**src/rtl/booth_seq_mult_pkg.sv**
```systemverilog
// Shared definitions for the sequential radix-2 Booth multiplier.
package booth_seq_mult_pkg;

  localparam int MULT_WIDTH = 32;
  localparam int MULT_ITERS = 32;

  typedef enum logic [1:0] {
    ST_IDLE = 2'd0,
    ST_RUN  = 2'd1,
    ST_DONE = 2'd2
  } state_t;

  // Product fits in 32 signed bits only when bits [63:31] are all equal.
  function automatic logic prod_ovf(input logic [MULT_WIDTH-1:0] hi, input logic lo_sign);
    return ~((&{hi, lo_sign}) | ~(|{hi, lo_sign}));
  endfunction

endpackage

```
**src/rtl/booth_seq_mult_ppa.sv**
```systemverilog
// 32-bit Kogge-Stone parallel prefix adder with carry-in; provides sum, carry-out and signed overflow.
module booth_seq_mult_ppa #(
  parameter int W = 32
) (
  input  logic [W-1:0] a,
  input  logic [W-1:0] b,
  input  logic         cin,
  output logic [W-1:0] s,
  output logic         cout,
  output logic         ovf
);

  localparam int LEVELS = $clog2(W);

  logic [W-1:0] prop;
  logic [W-1:0] gk;
  logic [W-1:0] pk;
  logic [W:0]   c;

  always_comb begin
    prop = a ^ b;
    gk   = a & b;
    pk   = a ^ b;
    // Group propagate shifts in ones below bit 0 so cin can ripple through the whole prefix.
    for (int l = 0; l < LEVELS; l++) begin
      gk = gk | (pk & (gk << (1 << l)));
      pk = pk & ((pk << (1 << l)) | ~({W{1'b1}} << (1 << l)));
    end
    c = {gk | (pk & {W{cin}}), cin};
  end

  assign s    = prop ^ c[W-1:0];
  assign cout = c[W];
  assign ovf  = c[W] ^ c[W-1];

endmodule

```
**src/rtl/booth_seq_mult.sv**
```systemverilog
// Sequential radix-2 Booth multiplier: 32x32 signed -> low 32-bit product plus overflow flag.
//
//   state   | meaning
//   IDLE    | waiting for start; operands latched on accept
//   RUN     | one Booth add/sub + arithmetic shift per cycle, 32 cycles
//   DONE    | one-cycle done pulse; P/ovf already registered
module booth_seq_mult
  import booth_seq_mult_pkg::*;
#(
  parameter int WIDTH = MULT_WIDTH,
  parameter int CNT_W = 5
) (
  input  logic             clock,
  input  logic             resetn,
  input  logic             start,
  input  logic [WIDTH-1:0] A,
  input  logic [WIDTH-1:0] B,
  output logic             busy,
  output logic             done,
  output logic [WIDTH-1:0] P,
  output logic             ovf
);

  state_t             state, state_nxt;
  logic [WIDTH-1:0]   acc, q, m;
  logic               q_m1;
  logic [CNT_W-1:0]   count;

  logic [WIDTH-1:0]   addend, sum, acc_sel, acc_shift, q_shift;
  logic               add_cin, add_ovf, do_add, acc_sign, last_iter;
  logic               ppa_cout_unused;

  always_comb begin
    addend  = m;
    add_cin = 1'b0;
    if ({q[0], q_m1} == 2'b10) begin
      addend  = ~m;
      add_cin = 1'b1;
    end
  end

  booth_seq_mult_ppa #(.W(WIDTH)) u_my_ppa (
    .a    (acc),
    .b    (addend),
    .cin  (add_cin),
    .s    (sum),
    .cout (ppa_cout_unused),
    .ovf  (add_ovf)
  );

  // Shifted-in sign is the true sum sign so M = 0x80000000 subtracts correctly.
  assign do_add    = q[0] ^ q_m1;
  assign acc_sel   = do_add ? sum : acc;
  assign acc_sign  = do_add ? (sum[WIDTH-1] ^ add_ovf) : acc[WIDTH-1];
  assign acc_shift = {acc_sign, acc_sel[WIDTH-1:1]};
  assign q_shift   = {acc_sel[0], q[WIDTH-1:1]};
  assign last_iter = (count == CNT_W'(MULT_ITERS - 1));

  always_comb begin
    state_nxt = state;
    case (state)
      ST_IDLE: if (start) state_nxt = ST_RUN;
      ST_RUN:  if (last_iter) state_nxt = ST_DONE;
      ST_DONE: state_nxt = ST_IDLE;
      default: state_nxt = ST_IDLE;
    endcase
  end

  assign busy = (state == ST_RUN) || (state == ST_DONE);
  assign done = (state == ST_DONE);

  always_ff @(posedge clock or negedge resetn) begin
    if (!resetn) begin
      state <= ST_IDLE;
    end else begin
      state <= state_nxt;
    end
  end

  always_ff @(posedge clock or negedge resetn) begin
    if (!resetn) begin
      acc   <= '0;
      q     <= '0;
      q_m1  <= 1'b0;
      m     <= '0;
      count <= '0;
      P     <= '0;
      ovf   <= 1'b0;
    end else begin
      case (state)
        ST_IDLE: begin
          if (start) begin
            m     <= A;
            q     <= B;
            acc   <= '0;
            q_m1  <= 1'b0;
            count <= '0;
          end
        end
        ST_RUN: begin
          acc   <= acc_shift;
          q     <= q_shift;
          q_m1  <= q[0];
          count <= count + 1'b1;
          if (last_iter) begin
            P   <= q_shift;
            ovf <= prod_ovf(acc_shift, q_shift[WIDTH-1]);
          end
        end
        default: ;
      endcase
    end
  end

endmodule
```
**config.mk**
```make
export PLATFORM = sky130hd
export DESIGN_NAME = booth_seq_mult
export DESIGN_NICKNAME = d
export VERILOG_FILES = /design/src/rtl/booth_seq_mult_pkg.sv /design/src/rtl/booth_seq_mult_ppa.sv /design/src/rtl/booth_seq_mult.sv
export SDC_FILE = /design/constraint.sdc
export NUM_CORES = 1
export LEC_CHECK = 0
export BUFFER_PORTS_ARGS = -buffer_cell sky130_fd_sc_hd__buf_2
export CAP_MARGIN = 20
export CORE_MARGIN = 2
export CORE_UTILIZATION = 45
export CTS_BUF_LIST = sky130_fd_sc_hd__clkbuf_16
export DETAILED_ROUTE_END_ITERATION = 7
export SETUP_SLACK_MARGIN = 0.02
export SYNTH_ARGS = -nofsm -noshare
export SYNTH_HDL_FRONTEND = slang
export SYNTH_HIERARCHICAL = 1
export SYNTH_SLANG_ARGS = --single-unit
```
**constraint.sdc**
```tcl
create_clock -name clock -period 10.2 [get_ports clock]
set_input_delay 1.02 -clock clock [delete_from_list [all_inputs] [get_ports clock]]
set_output_delay 1.02 -clock clock [all_outputs]
set_load 0.01 [all_outputs]
```
# Yosys cells after proc, flatten, opt, wreduce, memory -nomap -nowiden
# Cells that the tools add are included.
# totals
regBits	137
in_bits	67
output_inout_bits	35
word_cells	66
# op_classes
n_addsub	1
n_eq_ne	6
mux	15
bitwise	27
reduce_logical	9
# op_table
cell	n
32-bit bitwise AND	12
32-bit OR	6
32-bit two-way mux	4
32-bit case mux with 2 select lines	2
32-bit bitwise XOR	2
33-bit AND reduction	1
33-bit OR reduction	1
32-bit NOT	1
5-bit case mux with 2 select lines	1
2-bit AND reduction	4
5-bit by 1-bit adder with 5-bit output (second input constant)	1
5-bit == test (second input constant)	1
5-bit two-way mux	1
2-bit == test (second input constant)	2
2-bit two-way mux	2
2-bit != test (second input constant)	2
2-bit case mux with 2 select lines	1
1-bit two-way mux	3
1-bit bitwise XOR	3
2-bit by 1-bit == test with 1-bit output (second input constant)	1
2-bit logical NOT	1
1-bit NOT	2
1-bit case mux with 2 select lines	1
2-bit nonzero test	1
other kinds (2)	2

# Logic depth before layout (Yosys ltp)
# Gate-level depths: netlist (run 1).
# depth
word_depth	21
mapped_depth	20

# By module
# Netlist (run 1), hierarchy kept.
# modules_own_cells
mod	n_inst	cells_per_inst	area_each_um2	seq_area_each_um2
booth_seq_mult	1	563	6438.7	3428.3
booth_seq_mult_ppa	1	197	1486.4	0.0

# Least setup slack after synthesis (run 1)
# No wires, ideal clock.
# synth_path
kind	register -> register
startpoint	register q_m1
endpoint	register ovf
setup_ns	0.136
arrival_ns	3.908
required_ns	10.064
setup_slack_ns	6.156
stages_incl_launch_ff	20
n_path_buf	2
cell_sequence	dfrtp_1 -> inv_1 -> ha_1 -> clkbuf_1 -> buf_2 -> xor2_1 -> ha_1 -> and4_1 -> and2_2 -> o2111ai_2 -> a31oi_2 -> o21ai_2 -> o31a_1 -> o21ba_2 -> xnor2_1 -> nand4b_1 -> nor4_1 -> o221a_2 -> a41o_1 -> a31oi_1
# synth_rtl
element	line	rtl
start: declaration	booth_seq_mult.sv:26	logic q_m1;
start signal: assignment	booth_seq_mult.sv:103	q_m1 <= q[0];
2-bit == test *	booth_seq_mult.sv:36	if ({q[0], q_m1} == 2'b10) begin
1-bit two-way mux *	booth_seq_mult.sv:36	
named net add_cin	booth_seq_mult.sv:30	logic add_cin, add_ovf, do_add, acc_sign, last_iter;
32-bit bitwise AND *	booth_seq_mult_ppa.sv:29	c = {gk | (pk & {W{cin}}), cin};
32-bit OR *	booth_seq_mult_ppa.sv:29	
32-bit bitwise XOR *	booth_seq_mult_ppa.sv:32	assign s = prop ^ c[W-1:0];
named net sum[31]	booth_seq_mult.sv:29	logic [WIDTH-1:0] addend, sum, acc_sel, acc_shift, q_shift;
1-bit bitwise XOR	booth_seq_mult.sv:54	assign acc_sign = do_add ? (sum[WIDTH-1] ^ add_ovf) : acc[WIDTH-1];
1-bit two-way mux	booth_seq_mult.sv:54	
33-bit OR reduction	booth_seq_mult_pkg.sv:15	return ~((&{hi, lo_sign}) | ~(|{hi, lo_sign}));
1-bit NOT	booth_seq_mult_pkg.sv:15	
1-bit OR *	booth_seq_mult_pkg.sv:15	
1-bit NOT *	booth_seq_mult_pkg.sv:15	
end signal: assignment	booth_seq_mult.sv:107	ovf <= prod_ovf(acc_shift, q_shift[WIDTH-1]);
end: declaration	booth_seq_mult.sv:21	output logic ovf
# The timed path passes the listed nets; every way through them passes the cells marked *.
# A chain may end at the register's enable or synchronous reset.

# Final worst setup path (run 1)
# Ends and elaborated chain as after synthesis.

==> results of run 1 <==
cell families (layout without fill, tap and decap cells):
kind of cell | after synthesis | count (layout)
muxes | 125 | 125
xor gates and xnor gates | 61 | 61
and+or+nand+nor | 189 | 189
DFF | 137 | 137
adders and majority gates | 39 | 39
buffers and inverters | 51 | 154
AOI/OAI and AO/OA | 158 | 158
cell type report:
cell class	instances	share of cell area (%)
sequential	137	37.12
inverter	14	0.5690
timing repair buffer	108	6.326
tap	225	3.048
clock buffer	17	4.606
multi-input combinational	572	46.18
clock inverter	15	2.154
metal layers:
layer / track usage (%) / up-vias / routed length [um] / share of wire, %
met3: 3.815 / 27 / 911 / 4.7
li1: - / 2926 / - / -
met1: 29.14 / 2958 / 9024 / 46
met4: 8.044 / 0 / 318 / 1.6
met2: 35.25 / 161 / 9172 / 47
met5: 0 / - / 0 / 0
flip-flops by register name, summed over array words and instances (netlist names):
signal	count
P	32
acc	32
count	5
m	32
ovf	1
q	32
q_m1	1
state	2
worst paths after layout:
| kind | start | endpoint | cells past startpoint |
|---|---|---|---|
| worst min-delay path | P[31]$_DFFE_PN0P_ | P[31]$_DFFE_PN0P_ | 2 |
| max in group asynchronous | resetn | m[21]$_DFFE_PN0P_ | 2 |
| worst max-delay path | q_m1$_DFFE_PN0P_ | ovf$_DFFE_PN0P_ | 17 |
| worst min register to register | P[31]$_DFFE_PN0P_ | P[31]$_DFFE_PN0P_ | 2 |
| worst max register to register | q_m1$_DFFE_PN0P_ | ovf$_DFFE_PN0P_ | 17 |
| min in group asynchronous | resetn | P[7]$_DFFE_PN0P_ | 1 |
synth_stat cells, types with 4 or more instances:
| cell type | number |
|---|---|
| buf_4 | 5 |
| buf_2 | 18 |
| nor2_1 | 26 |
| ha_1 | 38 |
| nor2b_1 | 5 |
| nand3_1 | 11 |
| dfrtp_1 | 137 |
| a21o_1 | 8 |
| clkbuf_1 | 9 |
| mux2i_1 | 62 |
| nor4_1 | 13 |
| o21ai_0 | 77 |
| xnor2_1 | 19 |
| nand2b_1 | 4 |
| nand4_1 | 16 |
| and3_1 | 5 |
| nor3_1 | 10 |
| mux2_2 | 63 |
| a21oi_1 | 31 |
| nand2_1 | 85 |
| xor2_1 | 42 |
| a22o_1 | 4 |
| inv_1 | 14 |
metrics by stage:
stage	power (mW)	hold slack (ns)	instance area, sq um
floorplan	2.522	0.4673	7925
global placement	2.976	0.4670	8584
detailed placement	3.024	0.4797	8584
CTS	3.695	0.4927	9209
global route	4.014	0.5165	9236
finish	3.717	0.4843	9236
tightest hold or removal path, stage by stage (launching register included):
cell and delay, ns:
dfrtp_1 0.34, nand2_1 0.05, o21ai_0 0.06
where the power goes:
part	switching, mW	total [mW]	internal [mW]
clock	0.249	0.659	0.410
sequential	0.168	0.896	0.728
combinational	1.31	2.16	0.851
total	1.73	3.72	1.99
==> flow_metrics.py, run 1 <==
metrics = {
    "logic_synthesis": {
        "yosysWarnings": 6,
        "synth_xor_xnor_area_share_pct": 6.741,
        "yosysSeqAreaShare_pct": 43.26,
        "ys_seq_elements": 137,
        "synth_area_leader_cell": "dfrtp_1",
        "synth.area.mux_share_pct": 16.78,
        "synth_cell_types": 64,
        "syn_nets": 866,
        "synth_area_sq_mm": 0.007925,
        "synthAdderAreaFrac_pct": 6.252,
        "yosys.area_share.simple_pct": 11.43,
        "synthFlopType": "dfrtp_1",
        "synth_compound_area_share_pct": 12.41,
        "syn_inst": 760,
        "synth_area_leaders": "dfrtp_1, mux2_2, mux2i_1",
        "syn_area_per_cell_sq_um": 10.43,
        "synthArstFlopShare_pct": 100.0,
        "synth_top_area_share_pct": 43.26,
        "synth_top_family_by_area": "multiplexers",
        "synth-edff-count": 0,
    },
    "timing": {
        "finClkSkew_ns": 0.007188,
        "maxSlewHeadroom_pct": 32.53,
        "fin_tns_setup_ns": 0,
        "fmax_ghz": 0.2059,
        "rsz0062_at_grt": "no",
        "fin_ws_ns": 5.344,
        "hold_viol": 0,
        "setup_violations": 0,
        "final.min_clock_period_ns": 4.856,
        "finalCritPeriodShare_pct": 47.61,
        "worst_pin_slew_ns": 1.012,
        "drv_slew": 0,
    },
    "critical_path": {
        "crit_type": "reg -> reg",
        "critPathMaxStageDelay_ns": 0.83,
        "start_kind": "flop",
        "cp_max_fo": 34,
        "worst-path-buf-inv": 1,
        "crit_family": "compound AO/OA/AOI/OAI gates",
        "cp_data_required_time_ns": 10.50,
        "cp.arrival_ns": 5.15,
        "end_kind": "flop",
        "path_cells": "inv_1 -> ha_2 -> xor2_1 -> ha_1 -> a21oi_1 -> o22ai_2 -> o2111ai_2 -> a31oi_2 -> o21ai_2 -> o31a_1 -> o21ba_2 -> xnor2_1 -> nand4b_1 -> nor4_1 -> o221a_2 -> a41o_1 -> a31oi_1",
        "cp_slowest_cell": "ha_2",
        "reg2reg_slack_ns": 5.34,
    },
    "finish": {
        "areaGrowthSynthToFinish_pct": 16.55,
        "drive_gt1_share_pct": 25.38,
        "layout.cells.non_filler": 1088,
        "multi_input_area_sq_mm": 0.004265,
        "final_cell_mix": "dfrtp_1, buf_2, nand2_1",
        "antennaDiodeCount": 0,
        "nets": 956,
        "fin_util_pct": 53.59,
        "final_common_cell": "dfrtp_1",
        "fillers": 1558,
        "regArea_sq_mm": 0.003428,
    },
    "place": {
        "hpwl_um": 13970,
        "portBuffers": 101,
        "gp_congestion": 0.8950,
        "dp_slack_ns": 5.314,
        "place_inst": 1055,
    },
    "floorplan": {
        "pin_count": 102,
        "fp.dieW_um": 136.7,
        "coreArea_sq_mm": 0.01724,
        "num_rows": 48,
        "initial_core_util_pct": 45.98,
        "dieArea_sq_mm": 0.01869,
        "die_h_um": 136.7,
    },
    "job": {
        "drv_cap": 0,
    },
    "route": {
        "drt-total-wl_um": 19430,
        "routedWlPerCell_um": 17.85,
        "drt_first_iter_violations": 334,
        "drc": 0,
        "ant_nets": 0,
        "dr.pass1.iters": 5,
        "vias_per_cell": 5.581,
        "vias": 6072,
    },
    "clock_network": {
        "cts_buffer_depth": 2,
        "cts.hold.buffers_added": 0,
        "cts_resized": 0,
        "clock-root-buffer": "clkbuf_16",
        "ctsHtreeMaxLevel": 4,
        "numCtsBuffers": 17,
        "postCtsSetupBuffers": 0,
        "insertion_delay_ns": 0.43,
        "cts_sinks": 137,
        "cts_tree": "built",
        "clk_pin_slew_worst_paths_ns": 0.06,
    },
    "global_route": {
        "grt_antenna_before_repair": 0,
        "grt_max_degree": 80,
        "grt_usage_pct": 21.73,
        "grt-ovfl-total": 0,
        "grt_pass1_vias": 6247,
        "grt_pass1_wl_um": 31540,
    },
    "power": {
        "peakVddDrop_mv": 0.2323,
        "power.leakage_nw": 4.556,
        "p_per_area_mw_per_mm2": 402.4,
    },
    "hold_path": {
        "hp-class": "reg -> reg",
    },
    "outcome": {
        "status": "complete, no violations",
    },
}
(Power assumes the default switching activity.)
==> inputs of run 2 (changes only) <==
--- a/config.mk
+++ b/config.mk
@@ -5,6 +5,7 @@
 export SDC_FILE = /design/constraint.sdc
 export NUM_CORES = 1
 export LEC_CHECK = 0
+export ABC_AREA = 1
 export BUFFER_PORTS_ARGS = -buffer_cell sky130_fd_sc_hd__buf_2
 export CAP_MARGIN = 20
 export CORE_MARGIN = 2
==> constraint.sdc (replaced) <==
create_clock -name clock -period 4.9 [get_ports clock]
set_input_delay 0.49 -clock clock [delete_from_list [all_inputs] [get_ports clock]]
set_output_delay 0.49 -clock clock [all_outputs]
set_load 0.01 [all_outputs]
==> run 2 against run 1 <==
Against the previous run: non-clock buffer count increased by 2; synthesized cell count grew 65%; global-route usage up 1.0 points; cell count rose by 49%; via count is 33% higher; sequential cell count unchanged; wire length up 23%; critical path depth grew 6; core utilization is 0.87 points lower; hold slack worse by 0.33 ns; setup slack got worse by 4.4 ns; first-iteration DRC count grew 86%.
==> flow_metrics.py, run 2 <==
metrics = {
    "timing": {
        "fin_tns_setup_ns": 0,
        "finClkSkew_ns": 0.01327,
        "finalCritPeriodShare_pct": 79.77,
        "fin_ws_ns": 0.9912,
        "drv_slew": 0,
        "rsz0062_at_grt": "no",
        "hold_viol": 0,
        "final.min_clock_period_ns": 3.909,
        "worst_pin_slew_ns": 0.8845,
        "fmax_ghz": 0.2558,
        "setup_violations": 0,
        "maxSlewHeadroom_pct": 41.03,
    },
    "logic_synthesis": {
        "yosysSeqAreaShare_pct": 37.71,
        "syn_inst": 1255,
        "synthFlopType": "dfrtp_1",
        "synth_top_area_share_pct": 37.71,
        "yosysWarnings": 6,
        "syn_nets": 1361,
        "synth_area_leaders": "dfrtp_1, nand2_1, inv_1",
        "yosysMostFrequentCell": "nand2_1",
        "synth_area_leader_cell": "dfrtp_1",
        "syn_area_per_cell_sq_um": 7.244,
        "ys_seq_elements": 137,
        "synth_cell_types": 39,
        "synthArstFlopShare_pct": 100.0,
        "synth-edff-count": 0,
        "synth_area_sq_mm": 0.009091,
        "synth_common_cells": "nand2_1, inv_1, dfrtp_1",
    },
    "route": {
        "vias": 8077,
        "ant_nets": 0,
        "dr.pass1.iters": 5,
        "drc": 0,
        "routedWlPerCell_um": 14.73,
        "drt_first_iter_violations": 620,
        "vias_per_cell": 4.992,
        "drt-total-wl_um": 23840,
    },
    "critical_path": {
        "cp_slowest_cell": "ha_2",
        "path_cells": "inv_1 -> ha_2 -> buf_4 -> xor2_1 -> ha_1 -> a21oi_1 -> nand2_1 -> nand2_1 -> nand2_1 -> a21oi_1 -> nand2_1 -> nor2_1 -> nand2_1 -> nand2_1 -> nand2_1 -> nand2_1 -> nand2_1 -> nor2_1 -> nand2_1 -> nor2_1 -> nand3_1 -> nand3_1 -> nand2_1",
        "critPathMaxStageDelay_ns": 0.69,
        "end_kind": "flop",
        "cp_common_cell": "nand2_1",
        "cp_max_fo": 25,
        "crit_type": "reg -> reg",
        "cp_data_required_time_ns": 5.21,
        "cp.arrival_ns": 4.21,
        "start_kind": "flop",
    },
    "finish": {
        "final_cell_mix": "nand2_1, inv_1, dfrtp_1",
        "areaGrowthSynthToFinish_pct": 13.96,
        "fin_util_pct": 52.71,
        "drive_gt1_share_pct": 15.46,
        "final_common_cell": "nand2_1",
        "nets": 1445,
    },
    "global_route": {
        "grt-ovfl-total": 0,
        "use_met2_pct": 33.51,
        "use_met1_pct": 33.03,
        "grt_pass1_wl_um": 39170,
        "grt_use_met3_pct": 6.125,
        "grt_pass1_vias": 7651,
        "grt_busiest_layer": "met2",
        "grt_usage_pct": 22.77,
        "grt_antenna_before_repair": 3,
        "grt_max_degree": 98,
    },
    "clock_network": {
        "clk_pin_slew_worst_paths_ns": 0.06,
        "cts_tree": "built",
        "cts.hold.buffers_added": 0,
        "postCtsSetupBuffers": 0,
        "insertion_delay_ns": 0.42,
        "cts_buffer_depth": 2,
        "cts_sinks": 137,
        "cts_resized": 0,
        "ctsHtreeMaxLevel": 4,
        "clock-root-buffer": "clkbuf_16",
        "numCtsBuffers": 17,
    },
    "floorplan": {
        "dieArea_sq_mm": 0.02136,
        "num_rows": 51,
        "coreArea_sq_mm": 0.01965,
        "fp.dieW_um": 146.1,
        "pin_count": 102,
        "initial_core_util_pct": 46.26,
        "die_h_um": 146.1,
    },
    "place": {
        "portBuffers": 101,
        "hpwl_um": 17660,
        "gp_congestion": 0.9702,
        "dp_slack_ns": 1.039,
    },
    "hold_path": {
        "hp-class": "in -> async",
    },
    "job": {
        "drv_cap": 0,
    },
    "outcome": {
        "status": "complete, no violations",
    },
}
[run 2: changes by cell type after synthesis, moves of 14 or more]
cell	change
o211ai_1	+29
xnor2_1	-16
nand2_1	+328
inv_1	+161
mux2_2	-31
mux2i_1	-62
o22ai_1	+29
nor2_1	+53
nand3_1	+24
nand2_2	+14
[run 2: worst max-delay path, delay by kind of cell, from the launching register on]
family                     cells  cell delay, ns
and+or+nand+nor               16            1.34
DFF                            1            0.36
AOI/OAI and AO/OA              2            0.48
adders and majority gates      2            1.01
xor gates and xnor gates       1            0.16
buffers and inverters          2            0.44
[run 2: final timing paths]
| kind | start | endpoint | slack (ns) | cells past startpoint |
|---|---|---|---|---|
| max in group asynchronous | resetn | state[0]$_DFFE_PN0P_ | 3.63 | 2 |
| max reg2reg | q_m1$_DFFE_PN0P_ | ovf$_DFFE_PN0P_ | 0.99 | 23 |
| min in group clock | A[8] | m[8]$_DFFE_PN0P_ | 0.30 | 2 |
| min | resetn | q[12]$_DFFE_PN0P_ | 0.15 | 1 |
| min reg2reg | count[4]$_DFFE_PN0P_ | count[4]$_DFFE_PN0P_ | 0.48 | 2 |
| max | q_m1$_DFFE_PN0P_ | ovf$_DFFE_PN0P_ | 0.99 | 23 |
[run 2: area by class of cell]
cell class	instances	area [sq um]
diodes	1	2.502
repair buffers	110	591.8
fillers	1991	9294
flip-flops and latches	137	3428
multi-input cells	888	4732
well taps	265	331.6
clock inverters	15	151.4
clock buffers	17	425.4
inverters	185	696.9
[run 2: cell families after synthesis]
family / synth area share (%)
AOI/OAI and AO/OA: 12.29
xor gates and xnor gates: 5.010
adders and majority gates: 5.450
buffers and inverters: 10.40
DFF: 37.71
muxes: 3.964
and+or+nand+nor: 25.17
[run 2: metal layers]
layer	vias to the layer above	part of all wire [%]
li1	4131	-
met1	3717	50
met2	200	42
met3	27	6.4
met4	2	1.5
met5	-	0.055
[run 2: metrics by stage]
stage / hold slack (ns) / instances / instance area, sq um
2_1_floorplan: 0.1944 / 1255 / 9091
3_3_place_gp: 0.4609 / 1584 / 9761
3_5_place_dp: 0.4681 / 1584 / 9761
4_1_cts: 0.1863 / 1616 / 10340
5_1_grt: 0.2135 / 1617 / 10360
6_report: 0.1516 / 1618 / 10360
Power of run 2 is left out: the tool's default activity adds up to more than one toggle a clock period on the data nets, which glitch-free logic cannot reach.
==> inputs of run 3 (changes only) <==
--- a/config.mk
+++ b/config.mk
@@ -5,7 +5,7 @@
 export SDC_FILE = /design/constraint.sdc
 export NUM_CORES = 1
 export LEC_CHECK = 0
-export ABC_AREA = 1
+export ABC_AREA = 0
 export BUFFER_PORTS_ARGS = -buffer_cell sky130_fd_sc_hd__buf_2
 export CAP_MARGIN = 20
 export CORE_MARGIN = 2
==> constraint.sdc (replaced) <==
create_clock -name clock -period 3.87 [get_ports clock]
set_input_delay 0.387 -clock clock [delete_from_list [all_inputs] [get_ports clock]]
set_output_delay 0.387 -clock clock [all_outputs]
set_load 0.01 [all_outputs]
==> run 3 against run 2 <==
Against the previous run: the flow now finishes with violations (negative hold slack, negative setup slack); clock-buffer cell count unchanged; cell count decreased by 28%; fmax decreased by 2.7%; non-clock buffer count increased by 69; design area decreased by 3.4%; largest cell class unchanged.
==> flow_metrics.py, run 3 (same netlist as run 1, synthesis figures left out) <==
metrics = {
    "floorplan": {
        "coreArea_sq_mm": 0.01724,
        "die_h_um": 136.7,
        "pin_count": 102,
        "initial_core_util_pct": 45.98,
        "dieArea_sq_mm": 0.01869,
        "num_rows": 48,
        "fp.dieW_um": 136.7,
    },
    "route": {
        "drt_first_iter_violations": 422,
        "drt-total-wl_um": 20860,
        "drc": 0,
        "routedWlPerCell_um": 18.00,
        "dr.pass1.iters": 4,
        "vias": 6386,
        "vias_per_cell": 5.510,
        "ant_nets": 0,
    },
    "clock_network": {
        "cts_tree": "built",
        "cts_sinks": 137,
        "clk_pin_slew_worst_paths_ns": 0.06,
        "ctsHtreeMaxLevel": 4,
        "clock-root-buffer": "clkbuf_16",
        "insertion_delay_ns": 0.43,
        "numCtsBuffers": 17,
        "cts_buffer_depth": 2,
    },
    "critical_path": {
        "path_cells": "ha_4 -> buf_12 -> buf_12 -> xor2_1 -> ha_1 -> and4_1 -> and2_4 -> o2111ai_4 -> a31oi_4 -> o21ai_4 -> o31a_1 -> o21ba_4 -> xnor2_4 -> nor4_2 -> nand4_1 -> or4_1 -> o41ai_2 -> a31oi_1",
        "worst-path-buf-inv": 2,
        "reg2reg_slack_ns": -0.15,
        "crit_type": "reg -> reg",
        "crit_family": "simple AND/OR/NAND/NOR gates",
        "start_kind": "flop",
        "cp.arrival_ns": 4.32,
        "r2r_cells": 18,
        "r2r-start": "q[0]$_DFFE_PN0P_",
        "cp_slowest_cell": "or4_1",
        "cp_max_fo": 6,
        "end_kind": "flop",
        "cp_data_required_time_ns": 4.17,
        "critPathLaunch": "q[0]$_DFFE_PN0P_",
        "r2r-end": "ovf$_DFFE_PN0P_",
        "critPathMaxStageDelay_ns": 0.42,
        "cp_common_cell": "buf_12",
    },
    "finish": {
        "nets": 1027,
        "final_cell_mix": "dfrtp_1, buf_2, nand2_1",
        "layout.cells.non_filler": 1159,
        "final_common_cell": "dfrtp_1",
        "areaGrowthSynthToFinish_pct": 26.30,
        "multi_input_area_sq_mm": 0.004469,
        "fin_util_pct": 58.07,
        "drive_gt1_share_pct": 33.83,
        "fillers": 1531,
        "antennaDiodeCount": 0,
        "regArea_sq_mm": 0.003428,
    },
    "timing": {
        "finalCritPeriodShare_pct": 103.8,
        "fmax_ghz": 0.2490,
        "rsz0062_at_grt": "yes",
        "fin_worst_hold_slack_ns": -0.03746,
        "final.min_clock_period_ns": 4.016,
        "setup_violations": 1,
        "fin_ws_ns": -0.1458,
        "drv_slew": 0,
        "worst_pin_slew_ns": 0.8220,
        "finClkSkew_ns": 0.01254,
        "maxSlewHeadroom_pct": 44.99,
        "hold_viol": 18,
    },
    "global_route": {
        "grt_pass1_vias": 6456,
        "grt_max_degree": 78,
        "grt_pass1_wl_um": 33240,
        "grt_antenna_before_repair": 0,
        "grt_usage_pct": 23.09,
        "grt-ovfl-total": 0,
    },
    "place": {
        "place_inst": 1114,
        "hpwl_um": 14920,
        "gp_congestion": 0.9325,
        "portBuffers": 101,
    },
    "job": {
        "drv_cap": 0,
    },
    "hold_path": {
        "hp-class": "in -> async",
    },
    "outcome": {
        "status": "finished with violations",
        "violations": "negative hold slack, negative setup slack",
    },
}
run 3: timing repair:
item / CTS / global route
hold buffers: 0 / 0
buffers inserted: 12 / 0
pin swaps: 27 / 12
endpoints found under the setup margin: 1 / 1
gates cloned: 2 / 0
resized for setup: 28 / 12
run 3: area by class of cell:
class,count,area share [%]
Multi-Input combinational cell,572,44.65
Inverter,14,0.5250
Clock inverter,15,1.700
Sequential cell,137,34.25
Tap cell,225,2.812
Timing Repair Buffer,179,11.81
Clock buffer,17,4.250
run 3: worst register-to-register path, stage by stage, from the launching register on:
cell and delay [ns]:
dfrtp_1 0.41, ha_4 0.19, buf_12 0.15, buf_12 0.14
xor2_1 0.16, ha_1 0.30, and4_1 0.23, and2_4 0.17
o2111ai_4 0.17, a31oi_4 0.22, o21ai_4 0.11, o31a_1 0.28
o21ba_4 0.23, xnor2_4 0.15, nor4_2 0.28, nand4_1 0.11
or4_1 0.42, o41ai_2 0.06, a31oi_1 0.11
run 3: worst max-delay path by stage:
stage	end	slack, ns	depth (start not counted)
4_1_cts	ovf$_DFFE_PN0P_	-0.1	19
3_5_place_dp	ovf$_DFFE_PN0P_	-0.18	17
5_1_grt	ovf$_DFFE_PN0P_	-0.33	19
6_report	ovf$_DFFE_PN0P_	-0.15	18
2_1_floorplan	ovf$_DFFE_PN0P_	0.03	18
3_3_place_gp	ovf$_DFFE_PN0P_	-0.13	18
run 3: per-layer routing:
metal | up-vias | wire length (um) | GRT usage, %
met3 | 45 | 1009 | 4.185
met2 | 173 | 10080 | 38.08
met1 | 3099 | 9213 | 30.18
li1 | 3069 | - | -
met5 | - | 0 | 0
met4 | 0 | 554 | 8.912
run 3: per-stage QoR:
step | setup TNS (ns) | setup WS, ns | cell area, sq um
after floorplan | 0 | 0.03045 | 7958
after global placement | -0.1300 | -0.1300 | 9066
after detailed placement | -0.1761 | -0.1761 | 9066
after CTS | -0.09691 | -0.09691 | 9967
after global routing | -0.3346 | -0.3346 | 10010
final | -0.1458 | -0.1458 | 10010
Power of run 3 is left out for the same reason.
